**src/rtl/pc_fetch_sequencer.sv**
```systemverilog
// ----------------------------------------------------------------------------
// pc_fetch_sequencer: owns the fetch PC, issues imem requests, squashes stale responses
// Rev 1.0
// ----------------------------------------------------------------------------
`default_nettype none

module pc_fetch_sequencer #(
  parameter int                    ADDR_WIDTH   = 32,
  parameter int                    DATA_WIDTH   = 32,
  parameter logic [ADDR_WIDTH-1:0] RESET_VECTOR = 32'h0000_0000,
  parameter logic [ADDR_WIDTH-1:0] TRAP_VECTOR  = 32'h0000_0100
) (
  input  logic                  clk,
  input  logic                  rst_n,
  input  logic                  stall,
  input  logic                  redirect_valid,
  input  logic [ADDR_WIDTH-1:0] redirect_target,
  input  logic                  trap_valid,
  output logic                  imem_req_valid,
  output logic [ADDR_WIDTH-1:0] imem_req_addr,
  input  logic                  imem_req_ready,
  input  logic                  imem_rsp_valid,
  input  logic [DATA_WIDTH-1:0] imem_rsp_data,
  output logic                  inst_valid,
  output logic [ADDR_WIDTH-1:0] inst_pc,
  output logic [DATA_WIDTH-1:0] inst_data,
  output logic                  pc_sel
);

  localparam logic [1:0] c_st_boot  = 2'd0;
  localparam logic [1:0] c_st_issue = 2'd1;
  localparam logic [1:0] c_st_wait  = 2'd2;

  localparam logic [ADDR_WIDTH-1:0] c_align_mask = {{(ADDR_WIDTH-2){1'b1}}, 2'b00};
  localparam logic [ADDR_WIDTH-1:0] c_pc_step    = {{(ADDR_WIDTH-3){1'b0}}, 3'd4};

  logic [1:0]            state_q, state_d;
  logic [ADDR_WIDTH-1:0] fetch_pc_q, fetch_pc_d;
  logic [ADDR_WIDTH-1:0] req_pc_q, req_pc_d;
  logic [ADDR_WIDTH-1:0] pend_target_q, pend_target_d;
  logic                  pend_valid_q, pend_valid_d;
  logic                  kill_q, kill_d;
  logic                  hold_q, hold_d;
  logic                  pc_sel_q, pc_sel_d;
  logic                  inst_valid_q, inst_valid_d;
  logic [ADDR_WIDTH-1:0] inst_pc_q, inst_pc_d;
  logic [DATA_WIDTH-1:0] inst_data_q, inst_data_d;

  logic                  w_redir;
  logic [ADDR_WIDTH-1:0] w_target_raw;
  logic [ADDR_WIDTH-1:0] w_target;
  logic [ADDR_WIDTH-1:0] w_pc_plus4;
  logic                  w_req_valid;
  logic                  w_accept;
  logic                  w_rsp;

  assign w_redir      = trap_valid | redirect_valid;
  assign w_target_raw = trap_valid ? TRAP_VECTOR : redirect_target;
  assign w_target     = w_target_raw & c_align_mask;
  assign w_pc_plus4   = fetch_pc_q + c_pc_step;

  // Once a request is presented unaccepted, hold_q keeps it up regardless of stall.
  assign w_req_valid  = (state_q == c_st_issue) && (!stall || hold_q);
  assign w_accept     = w_req_valid && imem_req_ready;
  assign w_rsp        = (state_q == c_st_wait) && imem_rsp_valid;

  always_comb begin
    state_d       = state_q;
    fetch_pc_d    = fetch_pc_q;
    req_pc_d      = req_pc_q;
    pend_target_d = pend_target_q;
    pend_valid_d  = pend_valid_q;
    kill_d        = kill_q;
    hold_d        = hold_q;
    pc_sel_d      = 1'b0;
    inst_valid_d  = w_rsp && !kill_q && !w_redir;
    inst_pc_d     = inst_pc_q;
    inst_data_d   = inst_data_q;

    if (inst_valid_d) begin
      inst_pc_d   = req_pc_q;
      inst_data_d = imem_rsp_data;
    end

    case (state_q)
      c_st_boot: begin
        state_d = c_st_issue;
        hold_d  = 1'b0;
        if (w_redir) begin
          fetch_pc_d   = w_target;
          pc_sel_d     = 1'b1;
          pend_valid_d = 1'b0;
        end
      end

      c_st_issue: begin
        hold_d = w_req_valid && !imem_req_ready;
        if (w_accept) begin
          state_d      = c_st_wait;
          req_pc_d     = fetch_pc_q;
          kill_d       = w_redir || pend_valid_q;
          pend_valid_d = 1'b0;
          if (w_redir) begin
            fetch_pc_d = w_target;
            pc_sel_d   = 1'b1;
          end else if (pend_valid_q) begin
            fetch_pc_d = pend_target_q;
            pc_sel_d   = 1'b1;
          end else begin
            fetch_pc_d = w_pc_plus4;
          end
        end else if (w_redir) begin
          // A presented request must keep its address until accepted, so defer the target.
          if (w_req_valid) begin
            pend_valid_d  = 1'b1;
            pend_target_d = w_target;
          end else begin
            fetch_pc_d   = w_target;
            pc_sel_d     = 1'b1;
            pend_valid_d = 1'b0;
          end
        end
      end

      c_st_wait: begin
        hold_d = 1'b0;
        if (w_redir) begin
          kill_d       = 1'b1;
          fetch_pc_d   = w_target;
          pc_sel_d     = 1'b1;
          pend_valid_d = 1'b0;
        end
        if (imem_rsp_valid) begin
          state_d = c_st_issue;
          kill_d  = 1'b0;
        end
      end

      default: begin
        state_d = c_st_boot;
      end
    endcase
  end

  always_ff @(posedge clk or negedge rst_n) begin
    if (!rst_n) begin
      state_q       <= c_st_boot;
      fetch_pc_q    <= RESET_VECTOR;
      req_pc_q      <= RESET_VECTOR;
      pend_target_q <= RESET_VECTOR;
      pend_valid_q  <= 1'b0;
      kill_q        <= 1'b0;
      hold_q        <= 1'b0;
      pc_sel_q      <= 1'b0;
      inst_valid_q  <= 1'b0;
      inst_pc_q     <= '0;
      inst_data_q   <= '0;
    end else begin
      state_q       <= state_d;
      fetch_pc_q    <= fetch_pc_d;
      req_pc_q      <= req_pc_d;
      pend_target_q <= pend_target_d;
      pend_valid_q  <= pend_valid_d;
      kill_q        <= kill_d;
      hold_q        <= hold_d;
      pc_sel_q      <= pc_sel_d;
      inst_valid_q  <= inst_valid_d;
      inst_pc_q     <= inst_pc_d;
      inst_data_q   <= inst_data_d;
    end
  end

  assign imem_req_valid = w_req_valid;
  assign imem_req_addr  = fetch_pc_q;
  assign inst_valid     = inst_valid_q;
  assign inst_pc        = inst_pc_q;
  assign inst_data      = inst_data_q;
  assign pc_sel         = pc_sel_q;

endmodule

`default_nettype wire
```
**config.mk**
```make
export PLATFORM = sky130hd
export DESIGN_NAME = pc_fetch_sequencer
export DESIGN_NICKNAME = d
export VERILOG_FILES = /design/src/rtl/pc_fetch_sequencer.sv
export SDC_FILE = /design/constraint.sdc
export NUM_CORES = 1
export LEC_CHECK = 0
export ABC_AREA = 1
export CAP_MARGIN = 20
export CORE_AREA = 3 3 170 123
export DETAILED_ROUTE_END_ITERATION = 8
export DIE_AREA = 0 0 173 126
export PLACE_DENSITY = 0.66
export SYNTH_ARGS = -nofsm -noshare
export SYNTH_HDL_FRONTEND = slang
export SYNTH_SLANG_ARGS = --single-unit
```
**constraint.sdc**
```tcl
create_clock -name clk -period 2.8 [get_ports clk]
set_input_delay 0.28 -clock clk [delete_from_list [all_inputs] [get_ports clk]]
set_output_delay 0.28 -clock clk [all_outputs]
set_load 0.02 [all_outputs]
```
Word level (Yosys, flattened, before mapping)
Index checks and enable logic that the tools add are counted.
W data, S select, Z words.
{"block": "classes", "add_sub_neg": 1, "bitwise_logic": 2, "n_reduce_logical": 22, "mux": 28, "eq_ne": 8}
{"cell": "$mux W32", "count": 7}
{"cell": "$pmux W32 S2", "count": 1}
{"cell": "$add A32 B3 Y32 const B", "count": 1}
{"cell": "$mux W1", "count": 13}
{"cell": "$ne A3 B3 Y1 const B", "count": 3}
{"cell": "$pmux W1 S2", "count": 4}
{"cell": "$reduce_and A4 Y1", "count": 2}
{"cell": "$logic_and A1 B1 Y1", "count": 6}
{"cell": "$pmux W2 S3", "count": 1}
{"cell": "$reduce_and A3 Y1", "count": 2}
{"cell": "$logic_not A1 Y1", "count": 4}
{"cell": "$mux W2", "count": 2}
{"cell": "$ne A2 B2 Y1 const B", "count": 2}
{"cell": "$reduce_and A2 Y1", "count": 2}
{"cell": "$reduce_bool A2 Y1", "count": 2}
{"cell": "$eq A2 B1 Y1 const B", "count": 1}
{"cell": "$eq A2 B2 Y1 const B", "count": 1}
{"cell": "$logic_not A2 Y1", "count": 1}
{"cell": "$logic_or A1 B1 Y1", "count": 2}
{"cell": "$ne A2 B1 Y1 const B", "count": 1}
{"cell": "$reduce_or A2 Y1", "count": 1}
{"cell": "$not A1 Y1", "count": 1}
{"cell": "$or A1 B1 Y1", "count": 1}
{"block": "totals", "elab_cells": 72, "ff_bits": 165}

Logic depth before layout (Yosys ltp)
{"block": "logic_depth", "depth_word": 7, "depth_mapped": 11, "ltp_nobuf": 11}

Least setup slack after synthesis
Ideal clock, no wire load.
{"block": "synth_timing", "path_type": "reg-to-reg", "start": "reg fetch_pc_q[3] (netlist: imem_req_addr[3])", "end": "reg fetch_pc_q[14] (netlist: imem_req_addr[14])", "arrival_ns": 1.533, "setup_time_ns": 0.126, "synth_period_minus_slack_ns": 1.659, "slack_ns": 1.141, "stages_incl_launch_ff": 11, "path_buffers": 0, "cell_sequence": "dfrtp_1 ha_1 nand2_1 nor2_1 nand2_1 inv_1 nand3_1 nand3_1 nand2_1 nand3_1 o21ai_0"}
{"block": "synth_between", "elab_chain_len": 5}
{"element": "from (decl)", "line": "38", "text": "logic [ADDR_WIDTH-1:0] fetch_pc_q, fetch_pc_d;"}
{"element": "from (signal assigned)", "line": "160", "text": "fetch_pc_q <= fetch_pc_d;"}
{"element": "$add A32 B3 Y32", "line": "60", "text": "assign w_pc_plus4 = fetch_pc_q + c_pc_step;"}
{"element": "$mux W32", "line": "106", "text": "end else if (pend_valid_q) begin"}
{"element": "$mux W32", "line": "103", "text": "if (w_redir) begin"}
{"element": "$mux W32", "line": "98", "text": "if (w_accept) begin"}
{"element": "$pmux W32 S2", "line": "85", "text": "case (state_q)"}
Every way passes these cells.
A chain may end at the register's enable or synchronous reset.

Final worst setup path
{"block": "layout_timing", "start": "reg state_q[1]", "end": "out imem_req_valid"}
{"block": "layout_between", "elab_chain_len": 2}
{"element": "from (decl)", "line": "37", "text": "logic [1:0] state_q, state_d;"}
{"element": "from (signal assigned)", "line": "147", "text": "state_q <= c_st_boot;"}
{"element": "from (signal assigned)", "line": "159", "text": "state_q <= state_d;"}
{"element": "$eq A2 B1 Y1", "line": "63", "text": "assign w_req_valid = (state_q == c_st_issue) && (!stall || hold_q);"}
{"element": "$logic_and A1 B1 Y1", "line": "63"}
{"element": "to (decl)", "line": "19", "text": "output logic imem_req_valid,"}
Every way passes these cells.

==> impl_metrics.ini <==
[run_status]
outcome = finished, final reports clean

[routing]
antenna_left = 0
drt_iter0_markers = 539
routed_wl_um = 21500
drc_errors = 0
post_drt_wl_per_cell_um = 14.7
routed-via-count = 7027
viasPerCell = 4.80
first_pass_iters = 5

[sta]
slew-limit-headroom = 0.621
setup_violations = 0
fmax_mhz = 484
maxSlewViolCount = 0
period_share = 0.737
final_hold_viol_count = 0
final.setup.tns_ns = 0
rsz0062_at_grt = false
finalCriticalPeriod_ns = 2.06
fin_worst_skew_ns = 0.00703
tightest_slew_ns = 0.568

[synth]
synthDistinctLibCells = 34
ys_seq_area_frac = 0.516
synth_top_area_frac = 0.516
synthesis.area_um2 = 7710
synth_top_area_cell = dfrtp_1
synthCells = 1023
ys_top_cells_by_area = dfrtp_1 52%, nand2_1 19%, nor2_1 6.6%
syn_area_per_cell_um2 = 7.53
ys_warn_count = 0
ys_seq_elements = 159

[floorplanning]
start_util = 0.396
io_pins = 170
core_area_um2 = 19500
die_area_um2 = 21800
rows = 43
dieWidth_um = 173
die_h_um = 126

[worst_setup_path]
critPathMaxStageDelay_ns = 0.61
critPathTopFamily = buffers and inverters
crit_chain = nor2_4 > nand2_4 > inv_1 > clkdlybuf4s50_1
cp-end-kind = primary output
cp.required_ns = 2.52
critPathKind = reg -> out
crit_path_start = state_q[1]$_DFFE_PN0P_
crit_path_top_delay_cell = clkdlybuf4s50_1
cp_max_fo = 3
worstReg2RegStart = state_q[1]$_DFFE_PN0P_
start_kind = flip-flop
critPathArrivalTime_ns = 1.78
crit_buf_inv = 2

[clocking]
clock_latency_ns = 0.43
cts_sinks = 159
cts_tree = done
clk_pin_slew_worst_paths_ns = 0.06
cts-root-buf = clkbuf_16
clockBufferDepth = 2
cts.htree.levels = 4
cts_made_buffers = 17

[cells_and_area]
nets = 1252
fin_util = 0.523
multi_input_area_um2 = 3130
fill_cells = 1923
regArea_um2 = 3980
diodes = 0
area.growth.synth_to_final_pct = 32.1
layout-drive-gt1-share = 0.0570
layout_common_cells = 382 x nand2_1, 162 x clkdlybuf4s50_1, 159 x dfrtp_1
final_common_cell = nand2_1

[hold_path]
worstHoldPathType = in -> async

[place]
io_buffers = 163
hpwlAfterDp_um = 15200
gp_congestion = 0.916

[power]
leakagePower_nw = 4.84
vdd_drop_max_mv = 0.491
powerDensity_nw_per_um2 = 937

[global_route]
grt_pass1_vias = 6674
antenna_found_initial = 0
grt_use_total = 0.202
grt_overflow = 0
grt_pass1_wl_um = 35400
grt_start_max_net_pins = 60

[job]
cap_violations = 0
[through the flow]
step	cells	setup slack [ns]	hold slack (ns)	cell area (µm²)	total power [mW]
after floorplan	1026	1.14	-0.0156	7720	5.72
final	1463	0.736	0.370	10200	9.54
after CTS	1463	0.697	0.366	10200	9.60
after global routing	1463	0.601	0.381	10200	10.2
after global placement	1430	0.550	0.270	9590	7.18
after detailed placement	1430	0.506	0.271	9590	7.24
[layer usage]
layer / part of all wire / global-route usage / vias up
met5: 0 / 0 / -
met4: 0.013 / 0.0548 / 0
met3: 0.075 / 0.0546 / 25
met2: 0.43 / 0.302 / 224
met1: 0.48 / 0.292 / 3292
li1: - / - / 3486
[worst reg2reg max path, cell delays in order, from the launching register on]
cell      delay [ns]
dfrtp_1         0.43
nor2_4          0.16
nand2_4         0.09
nor2_8          0.15
nand2_2         0.23
inv_2           0.51
nand3_1         0.14
o211ai_1        0.13
o21ai_1         0.08
[synth_stat cells]
cell / number
buf_6: 2
nor2_4: 5
nand2_1: 382
o211ai_2: 1
conb_1: 1
nor3_4: 1
xor2_1: 5
dfrtp_1: 159
a21oi_1: 22
clkbuf_1: 11
nor2_2: 1
a21boi_1: 7
clkinv_1: 1
o2111ai_1: 1
o211ai_1: 3
o31ai_1: 1
inv_1: 86
a22oi_1: 1
xnor2_1: 1
o21ai_2: 2
nand2_4: 1
nand3_1: 41
nand4_1: 1
a31oi_1: 1
ha_1: 1
o21ai_0: 45
nand2_2: 1
inv_2: 7
nor2_8: 1
o22ai_1: 1
nor2_1: 136
buf_4: 9
buf_2: 24
o21ai_1: 61
[cell type report]
type                            count  area share
Clock buffer                       20      0.0439
Clock inverter                     12      0.0133
Inverter                           94      0.0347
Multi-Input combinational cell    727       0.308
Sequential cell                   159       0.391
Tap cell                          270      0.0332
Timing Repair Buffer              181       0.176
[power breakdown]
group	switching, mW	total (mW)	internal [mW]
sequential	0.728	3.80	3.07
combinational	2.05	3.43	1.39
clock	0.969	2.31	1.34
total	3.74	9.54	5.80
[worst paths after layout]
path                       slack (ns)  cells after the start                      endpoint
max                              0.74                      4                imem_req_valid
min                              0.37                      2        inst_pc[7]$_DFFE_PN0P_
max reg2reg                      0.76                      8  imem_req_addr[5]$_DFFE_PN0P_
min reg2reg                      0.47                      2      inst_data[3]$_DFFE_PN0P_
max in group asynchronous        1.69                      3     inst_data[11]$_DFFE_PN0P_
min in group clk                 0.39                      3      inst_data[6]$_DFFE_PN0P_
[registers in the layout (all words and copies together), names as in the netlist, 2 cells and up]
register       count
state_q            2
pend_target_q     30
req_pc_q          30
inst_data         32
imem_req_addr     30
inst_pc           30
[cell families (layout without fill, tap and decap cells)]
family / after synthesis / count (layout) / share of synthesized area
compound gates: 146 / 146 / 0.101
xor+xnor: 6 / 6 / 0.00682
fa+ha+maj: 1 / 1 / 0.00162
buf+inv: 140 / 307 / 0.0784
flops: 159 / 159 / 0.516
other cells: 1 / 4 / 0.000487
simple gates: 570 / 570 / 0.295
[repair_timing]
| item | in CTS | in global routing |
|---|---|---|
| hold endpoints to repair | 53 | 0 |
| setup buffers | 0 | 0 |
| hold buffers | 1 | 0 |
| resized for setup | 0 | 0 |
(Power assumes the default switching activity.)
